## src/rtl/sme_result_q.sv

```systemverilog
// Result queue between the SME execute pipeline and host writeback.
// Circular buffer with zeroised free entries and a pending-write hazard check.

module sme_result_q_entry #(
    parameter int XLEN = 32
) (
    input  logic            g_clk,
    input  logic            g_resetn,
    input  logic            clr,
    input  logic            wr,
    input  logic [3:0]      wr_addr,
    input  logic [XLEN-1:0] wr_data,
    output logic            vld,
    output logic [3:0]      addr,
    output logic [XLEN-1:0] data
);
    always_ff @(posedge g_clk or negedge g_resetn) begin
        if (!g_resetn) begin
            vld  <= 1'b0;
            addr <= '0;
            data <= '0;
        end else if (clr) begin
            vld  <= 1'b0;
            addr <= '0;
            data <= '0;
        end else if (wr) begin
            vld  <= 1'b1;
            addr <= wr_addr;
            data <= wr_data;
        end
    end
endmodule

module sme_result_q #(
    parameter int XLEN  = 32,
    parameter int DEPTH = 4
) (
    input  logic                     g_clk,
    input  logic                     g_resetn,
    input  logic                     flush,
    input  logic                     res_valid,
    output logic                     res_ready,
    input  logic [XLEN-1:0]          res_rd_wdata,
    input  logic [3:0]               res_rd_addr,
    output logic                     host_valid,
    input  logic                     host_ready,
    output logic [XLEN-1:0]          host_rd_wdata,
    output logic [3:0]               host_rd_addr,
    input  logic [3:0]               hz_addr,
    output logic                     hz_hit,
    output logic [$clog2(DEPTH):0]   count
);
    localparam int AW = $clog2(DEPTH);
    localparam int CW = AW + 1;
    localparam logic [CW-1:0] FULL = CW'(DEPTH);

    logic [AW-1:0]                  rptr, wptr;
    logic [CW-1:0]                  count_q;
    logic [DEPTH-1:0]               e_vld;
    logic [DEPTH-1:0][3:0]          e_addr;
    logic [DEPTH-1:0][XLEN-1:0]     e_data;
    logic                           push, push_st, pop;

    assign res_ready  = (count_q != FULL);
    assign host_valid = (count_q != '0);
    assign push       = res_valid && res_ready;
    // writes to x0 complete the handshake but are never stored
    assign push_st    = push && (res_rd_addr != 4'd0);
    assign pop        = host_valid && host_ready;
    assign count      = count_q;

    generate
        for (genvar i = 0; i < DEPTH; i++) begin : g_ent
            sme_result_q_entry #(.XLEN(XLEN)) u_ent (
                .g_clk    (g_clk),
                .g_resetn (g_resetn),
                .clr      (flush || (pop && (rptr == AW'(i)))),
                .wr       (push_st && (wptr == AW'(i))),
                .wr_addr  (res_rd_addr),
                .wr_data  (res_rd_wdata),
                .vld      (e_vld[i]),
                .addr     (e_addr[i]),
                .data     (e_data[i])
            );
        end
    endgenerate

    // head slot is zero whenever the queue is empty, so no masking needed
    assign host_rd_wdata = e_data[rptr];
    assign host_rd_addr  = e_addr[rptr];

    always_comb begin
        hz_hit = 1'b0;
        for (int i = 0; i < DEPTH; i++) begin
            if (e_vld[i] && (e_addr[i] == hz_addr)) hz_hit = 1'b1;
        end
        if (hz_addr == 4'd0) hz_hit = 1'b0;
    end

    always_ff @(posedge g_clk or negedge g_resetn) begin
        if (!g_resetn) begin
            rptr    <= '0;
            wptr    <= '0;
            count_q <= '0;
        end else if (flush) begin
            rptr    <= '0;
            wptr    <= '0;
            count_q <= '0;
        end else begin
            if (push_st) wptr <= wptr + 1'b1;
            if (pop)     rptr <= rptr + 1'b1;
            case ({push_st, pop})
                2'b10:   count_q <= count_q + 1'b1;
                2'b01:   count_q <= count_q - 1'b1;
                default: count_q <= count_q;
            endcase
        end
    end
endmodule
```

## config.mk

```make
export PLATFORM = sky130hd
export DESIGN_NAME = sme_result_q
export DESIGN_NICKNAME = d
export VERILOG_FILES = /design/src/rtl/sme_result_q.sv
export SDC_FILE = /design/constraint.sdc
export NUM_CORES = 1
export LEC_CHECK = 0
export ABC_AREA = 1
export CAP_MARGIN = 20
export CORE_ASPECT_RATIO = 1.75
export CORE_MARGIN = 2
export CORE_UTILIZATION = 39
export CTS_CLUSTER_SIZE = 16
export DETAILED_ROUTE_END_ITERATION = 16
export PLACE_DENSITY = 0.65
export SETUP_SLACK_MARGIN = 0.3
export SKIP_CTS_REPAIR_TIMING = 1
export SYNTH_ARGS = -nofsm -noshare
export SYNTH_HDL_FRONTEND = slang
export SYNTH_SLANG_ARGS = --single-unit
```

## constraint.sdc

```tcl
create_clock -name g_clk -period 2.45 [get_ports g_clk]
set_input_delay 0.735 -clock g_clk [delete_from_list [all_inputs] [get_ports g_clk]]
set_output_delay 0.735 -clock g_clk [all_outputs]
set_load 0.03 [all_outputs]
```

## Word level (Yosys, flattened, before mapping)

Cells that the tools add are included.
Widths: inputs -> output; s select.

- Add/sub/neg operators: 4
- Multipliers: 0
- Divide/modulo/power cells: 0
- Order comparisons: 1
- Equality and inequality tests: 13
- Shift-type cells: 0
- Mux-type cells: 39
- Bitwise logic cells: 0
- Reduce and logical (&&, ||, !) cells: 31

Operator list:

| operator | count |
|---|---|
| $mux 32 | 9 |
| $bmux 32 s2 | 1 |
| $mux 4 | 9 |
| $eq 4x4->1 | 4 |
| $logic_and 1x1->1 | 15 |
| $mux 1 | 13 |
| $reduce_bool 2->1 | 6 |
| $eq 2x2->1 const B | 5 |
| $bmux 4 s2 | 1 |
| $mux 2 | 4 |
| $eq 2x1->1 const B | 3 |
| $pmux 3 s2 | 1 |
| $reduce_bool 3->1 | 2 |
| $add 2x1->2 const B | 2 |
| $logic_not 2->1 | 2 |
| $logic_not 4->1 | 1 |
| $logic_or 1x1->1 | 4 |
| $reduce_bool 4->1 | 1 |
| $add 3x1->3 const B | 1 |
| $lt 2x3->1 const B | 1 |
| $mux 3 | 1 |
| $ne 3x3->1 const B | 1 |
| $sub 3x1->3 const B | 1 |

- Register bits after elaboration: 155
- Latch bits: 0
- Memory bits (writable): 0
- ROM bits: 0
- Input port bits: 45
- Output and inout port bits: 42
- Memories: 0

## Logic depth before layout (Yosys ltp)

Gate-level depths: netlist (run 1).

- Depth after elaboration: 7
- Depth in mapped cells: 12
- Depth with buffers taken out: 12

## Hierarchy

A second synthesis (run 1) with hierarchy kept.

- Cell total of the unflattened synthesis: 986
- Area, all modules: 7940.1 sq um

By module, submodules not included:

| module | times used | cells each | area each (sq um) | seq. area each (sq um) |
|---|---|---|---|---|
| sme_result_q_entry | 4 | 159 | 1519.0 | 925.9 |
| sme_result_q | 1 | 350 | 1864.3 | 175.2 |

## Worst setup path before layout (run 1)

OpenSTA, ideal clock, no wires.

- Path kind: input -> output
- Start: input port hz_addr[3]
- End: output port hz_hit
- Arrival: 1.756 ns
- Required time: 1.715 ns
- Path slack: -0.041 ns
- Cell stages on the path: 9
- Path buffers: 1
- Cell sequence: clkbuf_1 inv_1 nand2_1 nand2_1 nor2_1 nand3_1 nand2_1 nor2_1 nor2_1

- Word-level cells in the longest chain between the ends: 7
- Elaborated cells between the ends (all ways): 14
- Classes of those cells: eq/ne (4); mux (5); reduce/logical (5)

Ends and longest elaborated chain:

| item | line | source |
|---|---|---|
| from (decl) | 49 | `input logic [3:0] hz_addr,` |
| $eq 4x4->1 | 95 | `if (e_vld[i] && (e_addr[i] == hz_addr)) hz_hit = 1'b1;` |
| $logic_and 1x1->1 | 95 |  |
| $mux 1 (4 in a row) | 95 |  |
| $mux 1 * | 97 | `if (hz_addr == 4'd0) hz_hit = 1'b0;` |
| to (decl) | 50 | `output logic hz_hit,` |

Every way passes the cells marked *; elsewhere a longest branch is shown, timed or not.

## Final worst setup path (run 1)

- Start: register rptr[0]
- End: output port host_rd_addr[0]

- Word-level cells in the longest chain between the ends: 2

Ends and longest elaborated chain:

| item | line | source |
|---|---|---|
| from (decl) | 57 | `logic [AW-1:0] rptr, wptr;` |
| from (signal assigned) | 111 | `if (pop) rptr <= rptr + 1'b1;` |
| $bmux 4 s2 | 90 | `assign host_rd_addr = e_addr[rptr];` |
| $mux 4 (implied by the code) | 90 |  |
| to (decl) | 48 | `output logic [3:0] host_rd_addr,` |

Every way passes these cells. The select of a mux whose other input is x is not followed.

==> run_results.csv, run 1 <==
group,metric,value,unit
layout,drive_gt1_share,26.10,%
synth,synth_area,0.007974,sq mm
worst_hold_path,hold_path.class,"input port to async pin",
floorplan,die_w,112.1,um
pwr,peakVddDrop,0.6667,mV
sta,relSlewSlack,71.95,%
sta,slew_viol_final,0,
synth,yosys_warnings,0,
run_status,status,"finished, violations left",
placement,port_buffers,86,
run_status,violations,"setup timing",
critical_path,end_kind,"output pin",
pwr,power.total,11.12,mW
route,routed_wl,27020,um
critical_path,critPathRequiredTime,1.71,ns
cts,cts_buffers,17,
global_routing,grt_max_degree,61,
pwr,p_leak,5.542,nW
route,routedWlPerCell,19.82,um
sta,finalWorstSetupSlack,-0.01266,ns
cts,cts_tree,"built",
sta,rsz0062_at_grt,"yes",
flow_run,maxCapViolCount,0,
sta,fin_skew,0.01100,ns
route,wl_met3,1344,um
layout,area_delta_synth_final,36.18,%
sta,fmax,406.1,MHz
sta,post-route-min-period,2.463,ns
sta,setup_violations,2,
floorplan,io_pins,87,
synth,synth_area_per_cell,8.030,sq um
cts,cts_sinks,155,
route,drtAntennaViolNets,0,
synth,synthCells,993,
layout,diodes,0,
route,wl_met1,10240,um
route,highest_layer,"met4",
cts,clock_latency,0.44,ns
global_routing,antenna_found_initial,0,
global_routing,grt_pass1_wl,38560,um
critical_path,arrival,1.73,ns
global_routing,grt_pass1_vias,7189,
floorplan,die_h,193.2,um
cts,clk_pin_slew,0.07,ns
floorplan,initial_core_util,39.47,%
critical_path,crit_type,"register to output pin",
cts,cts_buffer_depth,2,
layout,utilization,53.75,%
synth,seq_area_frac_synth,48.64,%
synth,ys_ff_latch,155,
route,drt-initial-drc-count,644,
global_routing,grt-ovfl-total,0,
cts,clockRootBuffer,"clkbuf_16",
sta,worst_pin_slew,0.4207,ns
route,vias,7547,
placement,dp_hpwl,15850,um
route,viasPerCell,5.537,
floorplan,die-area,0.02165,sq mm
route,wl_met2,14470,um
floorplan,core_area,0.02020,sq mm
sta,hold_viol,0,
placement,gp_congestion,0.8342,
global_routing,grt.total_usage,22.86,%
synth,synth_nets,1047,
synth,synth.distinct_cells,30,
route,route.detailed.drc,0,
layout,nets,1156,
route,drtPass1Iterations,5,
cts,htreeDepth,4,
sta,post-route-period-util,100.5,%
pwr,powerDensity,1024,mW/mm^2
critical_path,cp-start-kind,"register",
critical_path,cp_max_fo,8,
floorplan,num_rows,69,
[final timing paths]
path / from / to / slack (ns) / cells past startpoint
worst min register to register: g_ent[2].u_ent.data[14] / g_ent[2].u_ent.data[14] / 0.47 / 2
max in group asynchronous: g_resetn / g_ent[3].u_ent.data[13] / 1.46 / 2
min in group g_clk: g_ent[2].u_ent.data[14] / g_ent[2].u_ent.data[14] / 0.47 / 2
worst max-delay path: rptr[0] / host_rd_addr[0] / -0.01 / 6
worst max register to register: rptr[0] / g_ent[2].u_ent.data[13] / 0.57 / 11
worst min-delay path: g_resetn / count[0] / 0.20 / 1
[worst max-delay path, stage by stage, from the launching register on]
cell and delay [ns]:
dfrtp_2 0.43, buf_4 0.16, buf_12 0.13, clkbuf_16 0.18
a21oi_2 0.15, a21oi_2 0.09, buf_6 0.14
[through the flow]
stage / setup TNS (ns) / cell area (sq um) / cells / hold slack (ns) / setup slack [ns]
global placement: -2.868 / 9429 / 1313 / 0.4560 / -0.4227
detailed placement: -3.220 / 9429 / 1313 / 0.4602 / -0.4294
floorplan: 0 / 8203 / 993 / 0.4394 / 0.1644
global route: -0.2191 / 10860 / 1363 / 0.2172 / -0.04319
finish: -0.02211 / 10860 / 1363 / 0.1951 / -0.01266
CTS: -1.144 / 10030 / 1345 / 0.2065 / -0.4349
[cells in the mapped netlist, drive strengths merged]
library cell  number  area (sq um)
nand2            346          1334
nand3            157         858.3
buf               45         410.4
o21ai             74         370.4
a21oi              9         45.04
clkbuf            22         92.59
nand3b             1         7.510
nand4              1         6.260
inv               32         122.6
ha                 8         100.1
nor4               1         6.260
dfrtp            155          3879
o22ai             33         206.5
fa                 1         20.02
xor2               1         8.760
nor2             103         471.7
xnor2              4         35.03
[placed cells by master (no fill, tap or decap), types with 2 or more instances in the layout]
master and n:
dlymetal6s2s_1 6, o21ai_1 40, xnor2_1 4, clkinvlp_4 3, nand2_2 6, clkbuf_2 2, buf_12 24, nand3_2 12
clkbuf_16 25, nor2_1 61, inv_6 4, buf_6 39, clkdlybuf4s50_1 37, a21oi_2 8, nor2_4 28, nor2_8 2
dfrtp_2 4, inv_2 7, ha_1 8, bufinv_16 2, clkinv_4 3, buf_4 37, o21ai_0 9, o21ai_2 23
clkbuf_4 2, inv_1 22, nor2_2 12, o22ai_2 32, o21ai_4 2, nand3_1 144, dfrtp_1 151, nand2_4 3
nand2_1 337, inv_4 2
[report_power, final]
part | switching, mW | leakage, nW | internal [mW]
Clock | 1.17 | 0.286 | 1.55
Sequential | 0.235 | 2.13 | 2.82
Combinational | 3.12 | 3.13 | 2.23
[per-layer routing]
| metal | GRT usage (%) | vias up |
|---|---|---|
| met5 | 0 | - |
| met4 | 9.381 | 0 |
| met3 | 2.532 | 68 |
| met2 | 42.33 | 288 |
| met1 | 26.82 | 3736 |
| li1 | - | 3455 |
[cells by family after synthesis]
kind of cell	Yosys count	synth area share [%]
AOI/OAI and AO/OA	116	7.799
adders and majority gates	9	1.506
DFF	155	48.64
and+or+nand+nor	609	33.66
buffers and inverters	99	7.846
xor gates and xnor gates	5	0.5492
[layout make-up]
type	count	area [sq um]
fillers	1859	9343
multi-input cells	739	4015
flip-flops and latches	155	3884
repair buffers	156	1883
clock buffers	18	439.2
well taps	248	310.3
clock inverters	14	160.2
inverters	32	151.4
repair inverters	1	16.27
[flip-flops by register name, indices dropped and copies added (netlist names)]
register	count
count	3
g_ent.u_ent.addr	16
g_ent.u_ent.data	128
g_ent.u_ent.vld	4
rptr	2
wptr	2
No activity file was read; power rests on OpenSTA's default activity.
==> inputs of run 2 (changes only) <==
Settings changed: ABC_CLOCK_PERIOD_IN_PS set to 2450, SETUP_SLACK_MARGIN 0.3 to 0.2.
==> run_results.csv, run 2 (synthesis results as in run 1) <==
group,metric,value,unit
run_status,status,"finished, violations left",
run_status,violations,"setup timing",
placement,gp_congestion,0.8455,
cts,cts_buffer_depth,2,
layout,regArea,0.003880,sq mm
global_routing,grt_pass1_wl,39700,um
critical_path,crit_type,"register to output pin",
global_routing,grt_pass1_vias,7406,
route,drtPass1Iterations,5,
layout,fillers,1879,
placement,dp_hpwl,15840,um
critical_path,r2r_end,"g_ent[2].u_ent.data[29]",
sta,setup_violations,15,
global_routing,antenna_found_initial,0,
pwr,peakVddDrop,0.6655,mV
critical_path,end_kind,"output pin",
floorplan,io_pins,87,
layout,drive_gt1_share,22.68,%
placement,dp_slack,-0.4113,ns
floorplan,num_rows,69,
sta,post-route-period-util,104.2,%
route,highest_layer,"met4",
cts,cts_tree,"built",
worst_hold_path,hold_path.class,"input port to async pin",
cts,clock_latency,0.43,ns
layout,diodes,0,
layout,final_cell_mix,"337 x nand2_1, 154 x dfrtp_1, 144 x nand3_1, 73 x nor2_1, 49 x buf_4",
floorplan,die_w,112.1,um
cts,cts_buffers,17,
route,route.detailed.drc,0,
global_routing,grt-ovfl-total,0,
route,wl_met1,9562,um
layout,reg_top3,"g_ent.u_ent.data (128), g_ent.u_ent.addr (16), g_ent.u_ent.vld (4)",
sta,post-route-min-period,2.553,ns
layout,final_common_cell,"nand2_1",
critical_path,rr_startpoint,"count[0]",
cts,clk_pin_slew,0.06,ns
placement,port_buffers,86,
route,drtAntennaViolNets,0,
route,wl_met3,1256,um
layout,final_cells,1359,
cts,clockRootBuffer,"clkbuf_16",
layout,nets,1152,
sta,tns,-0.4823,ns
layout,multi_input_area,0.003846,sq mm
critical_path,cp_max_fo,9,
critical_path,critPathRequiredTime,1.71,ns
route,wl_met2,14460,um
sta,finalWorstSetupSlack,-0.1025,ns
global_routing,grt.total_usage,23.56,%
floorplan,initial_core_util,39.47,%
critical_path,cp-start-kind,"register",
sta,hold_viol,0,
critical_path,arrival,1.82,ns
route,viasPerCell,5.515,
cts,htreeDepth,4,
critical_path,crit_path_end,"host_rd_wdata[2]",
sta,worst_pin_slew,0.5542,ns
critical_path,worstRegToRegCells,11,
route,vias,7495,
route,routedWlPerCell,19.24,um
route,drt-initial-drc-count,462,
flow_run,maxCapViolCount,0,
global_routing,grt_max_degree,52,
sta,fmax,391.8,MHz
placement,dp.cells,1310,
floorplan,core_area,0.02020,sq mm
floorplan,die_h,193.2,um
layout,area_delta_synth_final,33.77,%
pwr,powerDensity,1032,mW/mm^2
layout,largest_reg_flops,128,
floorplan,die-area,0.02165,sq mm
cts,cts_sinks,155,
sta,rsz0062_at_grt,"yes",
critical_path,startpoint,"rptr[0]",
layout,top_register,"g_ent.u_ent.data",
critical_path,regToRegSetupSlack,0.51,ns
sta,fin_skew,0.006175,ns
sta,slew_viol_final,0,
sta,relSlewSlack,63.05,%
route,routed_wl,26140,um
pwr,p_leak,5.529,nW
==> run 2: layout make-up <==
type                    count  area share, %
clock buffers              20          4.375
well taps                 248          2.909
inverters                  32          1.196
multi-input cells         739          36.06
clock inverters            12          1.795
flip-flops and latches    155          36.38
repair buffers            153          17.29
==> run 2: worst min-delay path by stage <==
stage / from / to / slack, ns / cells past startpoint
6_report: g_resetn / count[1] / 0.28 / 1
5_1_grt: g_resetn / g_ent[0].u_ent.data[4] / 0.31 / 1
4_1_cts: g_resetn / g_ent[0].u_ent.data[7] / 0.29 / 1
3_5_place_dp: g_ent[2].u_ent.data[3] / g_ent[2].u_ent.data[3] / 0.46 / 2
3_3_place_gp: g_ent[1].u_ent.data[18] / g_ent[1].u_ent.data[18] / 0.46 / 2
2_1_floorplan: g_resetn / count[0] / 0.44 / 0
==> run 2: critical path, stage by stage (launching register included) <==
cell	delay, ns
dfrtp_2	0.46
buf_4	0.19
buf_12	0.14
o21ai_0	0.10
o22ai_1	0.28
buf_4	0.22
==> run 2: metrics by stage <==
stage          area (sq um)  hold WS [ns]  total power [mW]  util (%)
6_report              10670        0.2786             11.01     52.80
5_1_grt               10670        0.3080             11.45     52.80
4_1_cts               10070        0.2854             10.26     49.86
3_5_place_dp           9415        0.4597             7.292     46.61
3_3_place_gp           9415        0.4564             7.259     46.61
2_1_floorplan          8124        0.4394             5.574         -
==> run 2: where the power goes <==
part           leakage [nW]  switching [mW]  internal (mW)
logic                  3.07            2.92           2.07
clock network         0.326            1.09           1.88
registers              2.14           0.231           2.82
==> run 2: layer usage <==
metal  track usage (%)  up-vias
met5                 0        -
met4             10.04        0
met3             3.157       56
met2             44.35      288
met1             26.50     3693
li1                  -     3458
